==> src/rtl/text_normalizer.sv <==
// Byte-stream normalizer ahead of the begin/end checker: lower-cases letters,
// collapses whitespace runs to one space, drops non-printables, buffers in a FWFT FIFO.
module text_normalizer #(
  parameter int DEPTH = 8,
  parameter int AW    = 3
) (
  input  logic          clk,
  input  logic          reset,
  input  logic          flush,
  input  logic [7:0]    in_data,
  input  logic          in_valid,
  output logic          in_ready,
  output logic [7:0]    out_data,
  output logic          out_valid,
  input  logic          out_ready,
  output logic [AW:0]   count,
  output logic [15:0]   drop_cnt
);

  localparam logic [AW:0] FULL_COUNT = (AW+1)'(DEPTH);
  localparam logic [AW:0] ONE        = (AW+1)'(1);

  logic [7:0]    mem [DEPTH];
  logic [AW-1:0] wr_ptr_reg, rd_ptr_reg;
  logic [AW:0]   count_reg, count_next;
  logic [15:0]   drop_cnt_reg;
  logic          prev_sep_reg;

  logic       accept, is_upper, is_print, is_sep;
  logic       push, pop, drop, sep_push;
  logic [7:0] push_data;

  assign in_ready  = (count_reg != FULL_COUNT);
  assign out_valid = (count_reg != '0);
  assign out_data  = out_valid ? mem[rd_ptr_reg] : 8'h00;
  assign count     = count_reg;
  assign drop_cnt  = drop_cnt_reg;

  assign accept   = in_valid && in_ready && !flush;
  assign is_upper = (in_data >= 8'h41) && (in_data <= 8'h5A);
  assign is_print = (in_data >= 8'h21) && (in_data <= 8'h7E);
  assign is_sep   = (in_data == 8'h20) || (in_data == 8'h09) ||
                    (in_data == 8'h0A) || (in_data == 8'h0D);

  // A separator only produces a space when it ends a run of real characters.
  assign sep_push  = accept && is_sep && !prev_sep_reg;
  assign push      = (accept && is_print) || sep_push;
  assign drop      = accept && !is_print && !is_sep;
  assign pop       = out_valid && out_ready && !flush;
  assign push_data = is_sep ? 8'h20 : (is_upper ? in_data + 8'h20 : in_data);

  always_comb begin
    count_next = count_reg;
    case ({push, pop})
      2'b10:   count_next = count_reg + ONE;
      2'b01:   count_next = count_reg - ONE;
      default: count_next = count_reg;
    endcase
  end

  always_ff @(posedge clk) begin
    if (push) mem[wr_ptr_reg] <= push_data;
  end

  always_ff @(posedge clk) begin
    if (reset) begin
      wr_ptr_reg   <= '0;
      rd_ptr_reg   <= '0;
      count_reg    <= '0;
      drop_cnt_reg <= '0;
      prev_sep_reg <= 1'b1;
    end else if (flush) begin
      wr_ptr_reg   <= '0;
      rd_ptr_reg   <= '0;
      count_reg    <= '0;
      prev_sep_reg <= 1'b1;
    end else begin
      if (push) wr_ptr_reg <= wr_ptr_reg + 1'b1;
      if (pop)  rd_ptr_reg <= rd_ptr_reg + 1'b1;
      count_reg <= count_next;
      if (accept && is_print) prev_sep_reg <= 1'b0;
      else if (sep_push)      prev_sep_reg <= 1'b1;
      if (drop && drop_cnt_reg != 16'hFFFF) drop_cnt_reg <= drop_cnt_reg + 16'd1;
    end
  end

endmodule

==> config.mk <==
export PLATFORM = sky130hd
export DESIGN_NAME = text_normalizer
export DESIGN_NICKNAME = d
export VERILOG_FILES = /design/src/rtl/text_normalizer.sv
export SDC_FILE = /design/constraint.sdc
export NUM_CORES = 1
export LEC_CHECK = 0
export BUFFER_PORTS_ARGS = -buffer_cell sky130_fd_sc_hd__buf_2
export CAP_MARGIN = 15
export CORE_AREA = 4 4 98 100
export DETAILED_ROUTE_END_ITERATION = 8
export DIE_AREA = 0 0 102 104
export MAX_ROUTING_LAYER = met4
export PLACE_DENSITY = 0.69
export RECOVER_POWER = 50
export SLEW_MARGIN = 20
export SYNTH_ARGS = -nofsm -noshare
export SYNTH_HDL_FRONTEND = slang
export SYNTH_SLANG_ARGS = --single-unit
==> constraint.sdc <==
create_clock -name clk -period 3.9 [get_ports clk]
set_input_delay 0.195 -clock clk [delete_from_list [all_inputs] [get_ports clk]]
set_output_delay 0.195 -clock clk [all_outputs]
set_load 0.02 [all_outputs]
# After elaboration in Yosys (flattened, before gate mapping)
# Memories as Yosys holds them, arrays and structs flattened. A register that Yosys moved wholly into a read port is not among the register bits.
# Cells that the tools add are included.
# word_totals
mem_count,1
in_bits,13
ramBits,64
out_inout_bits,30
regBits,27
wordCells,60
# memory_table
memory,words,word_bits,rd,rd_clocked_by_memory_dff,write_ports,line,source
mem,8,8,1,1,1,23,logic [7:0] mem [DEPTH];
# op_classes
n_eq_ne,8
n_bitwise,1
n_reduce_logical,25
add_sub_neg,6
mux,10
order_cmp,4
# ops
operator,count
$eq A8 B4 Y1 const B,3
$mux W8,3
$add A16 B1 Y16 const B,1
$le A8 B7 Y1 const B,2
$ne A16 B16 Y1 const B,1
$logic_and A1 B1 Y1,12
$add A8 B6 Y8 const B,1
$eq A8 B6 Y1 const B,1
$ge A8 B6 Y1 const B,1
$ge A8 B7 Y1 const B,1
$pmux W4 S2,1
$add A3 B1 Y3 const B,2
$mux W3,2
$add A4 B1 Y4 const B,1
$logic_not A1 Y1,4
$logic_or A1 B1 Y1,4
$mux W1,4
$ne A4 B4 Y1 const B,1
$reduce_bool A2 Y1,2
$reduce_bool A4 Y1,1
$sub A4 B1 Y4 const B,1
$eq A2 B1 Y1 const B,1
$eq A2 B2 Y1 const B,1
$reduce_and A2 Y1,1
other kinds (2),2

# Logic depth before layout (Yosys ltp)
# depth
word_depth,9
ltp_mapped,13
mapped_depth_nobuf,12

# Worst setup path before layout
# OpenSTA, ideal clock, no wires.
# synth_path
path_type,flip-flop to flip-flop
startpoint,register count_reg[0] (netlist: count[0])
endpoint,register count_reg[3] (netlist: count[3])
synth_period_minus_slack_ps,3059
arrival_ps,2989
setup_ps,70
t_required_ps,3830
stages_incl_launch_ff,14
n_path_buf,2
setup_slack_ps,841
path_cell_list,dfxtp_1 -> clkbuf_1 -> nor4b_1 -> nor2_1 -> nor3b_1 -> nor2_2 -> buf_6 -> ha_1 -> ha_1 -> a21o_1 -> a21oi_1 -> xnor2_1 -> or3_1 -> a21oi_1
# synth_via
elab_chain_cells,8
word_cells_on_any_way,16
classes_between,add/sub (2); eq/ne (3); mux (1); reduce/logical (10)
# synth_rtl
item,line,source
start: declaration,25,"logic [AW:0] count_reg, count_next;"
start signal: assignment,80,count_reg <= count_next;
$ne A4 B4 Y1,33,assign in_ready = (count_reg != FULL_COUNT);
$logic_and A1 B1 Y1 (2 in series),39,assign accept = in_valid && in_ready && !flush;
$logic_and A1 B1 Y1 (2 in series),46,assign sep_push = accept && is_sep && !prev_sep_reg;
$logic_or A1 B1 Y1,47,assign push = (accept && is_print) || sep_push;
$eq A2 B1 Y1 or $eq A2 B2 Y1 (tied branches),54,"case ({push, pop})"
$pmux W4 S2 or $reduce_bool A2 Y1 (tied branches),-,
# Several ways; a longest one is shown, not always the timed one.
# A chain may end at the register's enable or synchronous reset.

# Worst setup path after layout
# layout_path
startpoint,register count_reg[1] (netlist: count[1])
endpoint,register count_reg[3] (netlist: count[3])
# The elaborated chain is that of the path after synthesis.

==> reports/qor.csv <==
stage,metric,value,unit
die,Top Ports,43,
clock_tree,CTS Hold Bufs,0,
timing,setup_tns,0,ps
clock_tree,Skew-Pair Late Insertion Delay,360,ps
setup_path,Worst path slowest cell,nor2_2,
route,DRC,0,
finish,Non-Filler Instances,479,
die,Die W,102,um
hold_path,Hold Crit Class,input pin to register,
synth,Synth area leaders,"edfxtp_1 44%, dfxtp_1 14%, mux4_2 8.3%, mux2i_1 2.8%, nor2_1 2.6%",
setup_path,Setup CP Type,register to register,
pwr,clock power share,34.0,%
global_route,vias in the first global route,2562,
clock_tree,Clock Tree Root,clkbuf_8,
place,post-DP HPWL,5.758,mm
synth,ys flop type,edfxtp_1,
synth,Post-Synthesis Cells,320,
synth,Yosys warnings,0,
die,die height,104,um
setup_path,CP Buf/Inv Count,1,
pwr,Max VDD drop,0.0002229,V
global_route,antenna violations before repair,0,
setup_path,CP Max Fanout,11,
synth,most frequent cell after synthesis,edfxtp_1,
timing,RSZ-0062 raised after global routing,no,
timing,min cycle time layout,3271,ps
clock_tree,CTS H-tree lvls,3,
timing,Rel. slew slack,26.70,%
setup_path,CP peak stage delay,520,ps
job,max-cap violations,0,
finish,Layout fillers,757,
clock_tree,clock-pin transition on the worst setup and hold timing paths,100,ps
global_route,largest net degree at the start of global routing,29,
synth,post-synth design cell area,4324,um2
place,Post-DP Area,4672,um2
pwr,total power,1.746,mW
pwr,Sw Pwr,0.4107,mW
die,die footprint,10610,um2
hold_path,Min-Delay Endpoint,wr_ptr_reg[0]$_SDFFE_PP0P_,
pwr,sequential share of power,61.4,%
setup_path,reg-to-reg endpoint,count[3]$_SDFFE_PP0P_,
timing,post-route setup slack,629.3,ps
pwr,switching share of power,23.52,%
finish,diode count,0,
setup_path,"delay-heaviest family, CP",simple AND/OR/NAND/NOR gates,
route,vias per std cell,5.762,
setup_path,worst r2r src,count[1]$_SDFFE_PP0P_,
setup_path,crit start category,register,
timing,worst slew pin tran,1090,ps
global_route,first-pass GRT wire length,13.53,mm
finish,share of layout cells above drive strength 1,20.22,%
clock_tree,TritonCTS Buffers,9,
clock_tree,CTS sink cnt,94,
place,gpl congestion,0.8020,
setup_path,Register-to-Register Path Depth,12,
route,routed length per instance,17.67,um
clock_tree,post-CTS repair timing setup buffer count,0,
timing,final hold slack,235.1,ps
global_route,grt ovf,0,
clock_tree,"Gates resized, CTS repair",0,
pwr,Gate power share,4.6,%
setup_path,critical-path cell list,nor4b_1 -> clkbuf_1 -> nor2_1 -> nor3b_1 -> nor2_2 -> ha_1 -> ha_1 -> a21o_1 -> a21oi_1 -> xnor2_1 -> or3_1 -> a21oi_1,
setup_path,Worst Setup End Kind,register,
route,DRT Wirelength,8.466,mm
timing,Max Clock Skew,17.17,ps
setup_path,setup slack on the worst flop-to-flop path,630,ps
finish,Final Net Count,387,
die,Core Area,8678,um2
pwr,Int Power,1.336,mW
timing,Fin. Hold Viols,0,
timing,Max Freq,305.7,MHz
hold_path,Hold Startpoint,flush,
synth,syn avg cell area,13.51,um2
finish,sequential cell area,2522,um2
synth,ys async rst share,0,%
setup_path,Worst EP arrival,3550,ps
place,placed cells,463,
clock_tree,Max clock buf depth,2,
synth,"Seq/Total Area, Yosys",58.33,%
route,Vias,2760,
route,First-pass DRT Iterations,5,
timing,Final Max Tran Viols,0,
finish,max reg flops,64,
finish,"Core Util, Final",55.31,%
pwr,Pwr per Cell Area,363.8,nW/um2
synth,Commonest cells post-synth,"64 x edfxtp_1, 30 x dfxtp_1, 30 x nor2_1",
pwr,Static Leak,1.557,nW
synth,post-synth top area share,44.44,%
route,Iteration-0 DRC Markers,109,
synth,Post-synth EDFFs,64,
global_route,GRT Total Usage,17.08,%
finish,multi-input logic area,1687,um2
setup_path,WP data required,4180,ps
finish,Area Growth Syn to Fin,11.00,%
timing,final worst-path cycle share,83.86,%
status,status,"complete, no violations",
timing,Final setup viols,0,
place,port bufs,42,
route,post-route antenna net violation count,0,
finish,finished layout cell area,4800,um2
synth,Synth area leader,edfxtp_1,
die,num rows,34,
die,initial core utilization,49.83,%
synth,Yosys reg bits,94,
place,Placement Setup Slack,605.2,ps
clock_tree,CTS tree,built,
synth,post-synth cell types,54,
hold_path,hold depth,3,
synth,Syn Nets,341,
[layer usage]
metal	up-vias	track usage, %	share of wire (%)
met4	0	3.936	0.65
met3	6	4.024	4.1
met2	70	27.48	52
met1	1344	21.95	43
li1	1340	-	-
met5	-	-	0
[worst max-delay path by stage]
| stage | from | to | slack (ps) | cells after the start |
|---|---|---|---|---|
| global route | count[1]$_SDFFE_PP0P_ | count[3]$_SDFFE_PP0P_ | 470 | 12 |
| finish | count[1]$_SDFFE_PP0P_ | count[3]$_SDFFE_PP0P_ | 630 | 12 |
| floorplan | count[0]$_SDFFE_PP0P_ | count[3]$_SDFFE_PP0P_ | 840 | 13 |
| CTS | count[1]$_SDFFE_PP0P_ | count[3]$_SDFFE_PP0P_ | 770 | 12 |
| detailed placement | in_data[2] | count[3]$_SDFFE_PP0P_ | 610 | 12 |
| global placement | in_data[2] | count[3]$_SDFFE_PP0P_ | 700 | 12 |
[worst reg2reg max path, delay by kind of cell, from the launching register on]
kind,cells,cell delay [ps]
flops,1,390
simple gates,5,1450
buf+inv,1,270
xor+xnor,1,90
compound gates,3,450
fa+ha+maj,2,550
[logic make-up after synthesis]
group	share of synthesized area, %
flip-flops	58.33
XOR/XNOR	1.013
adder cells (fa/ha/maj)	2.488
AO/OA/AOI/OAI	7.957
multiplexers	12.15
AND/OR/NAND/NOR	15.71
buffers and inverters	2.344
[power by group through the flow]
stage	registers (mW)	logic, mW	clock network [mW]
after floorplan	1.09	0.0532	0
after global placement	1.09	0.0808	0
after detailed placement	1.10	0.0830	0
after CTS	1.07	0.0833	0.610
after global routing	1.07	0.0892	0.651
final	1.07	0.0805	0.594
[area by class of cell]
class                   instances  share of cell area (%)
multi-input cells             202                   35.14
clock inverters                 6                   1.095
repair buffers                 51                   5.109
flip-flops and latches         94                   52.55
inverters                       8                  0.6257
clock buffers                  10                   2.659
well taps                     108                   2.815
[cells in the final DEF, fill, tap and decap left out, drive strengths merged, types with 6 or more instances in the layout]
master and n:
or4 6, and3 6, o21ai 11, nand2 9, mux2i 12, buf 27, edfxtp 64, a21oi 17
or3 11, inv 11, clkbuf 34, mux4 16, nor2 31, ha 7, nor2b 6, dfxtp 30
Power figures use the tool's default switching activity.
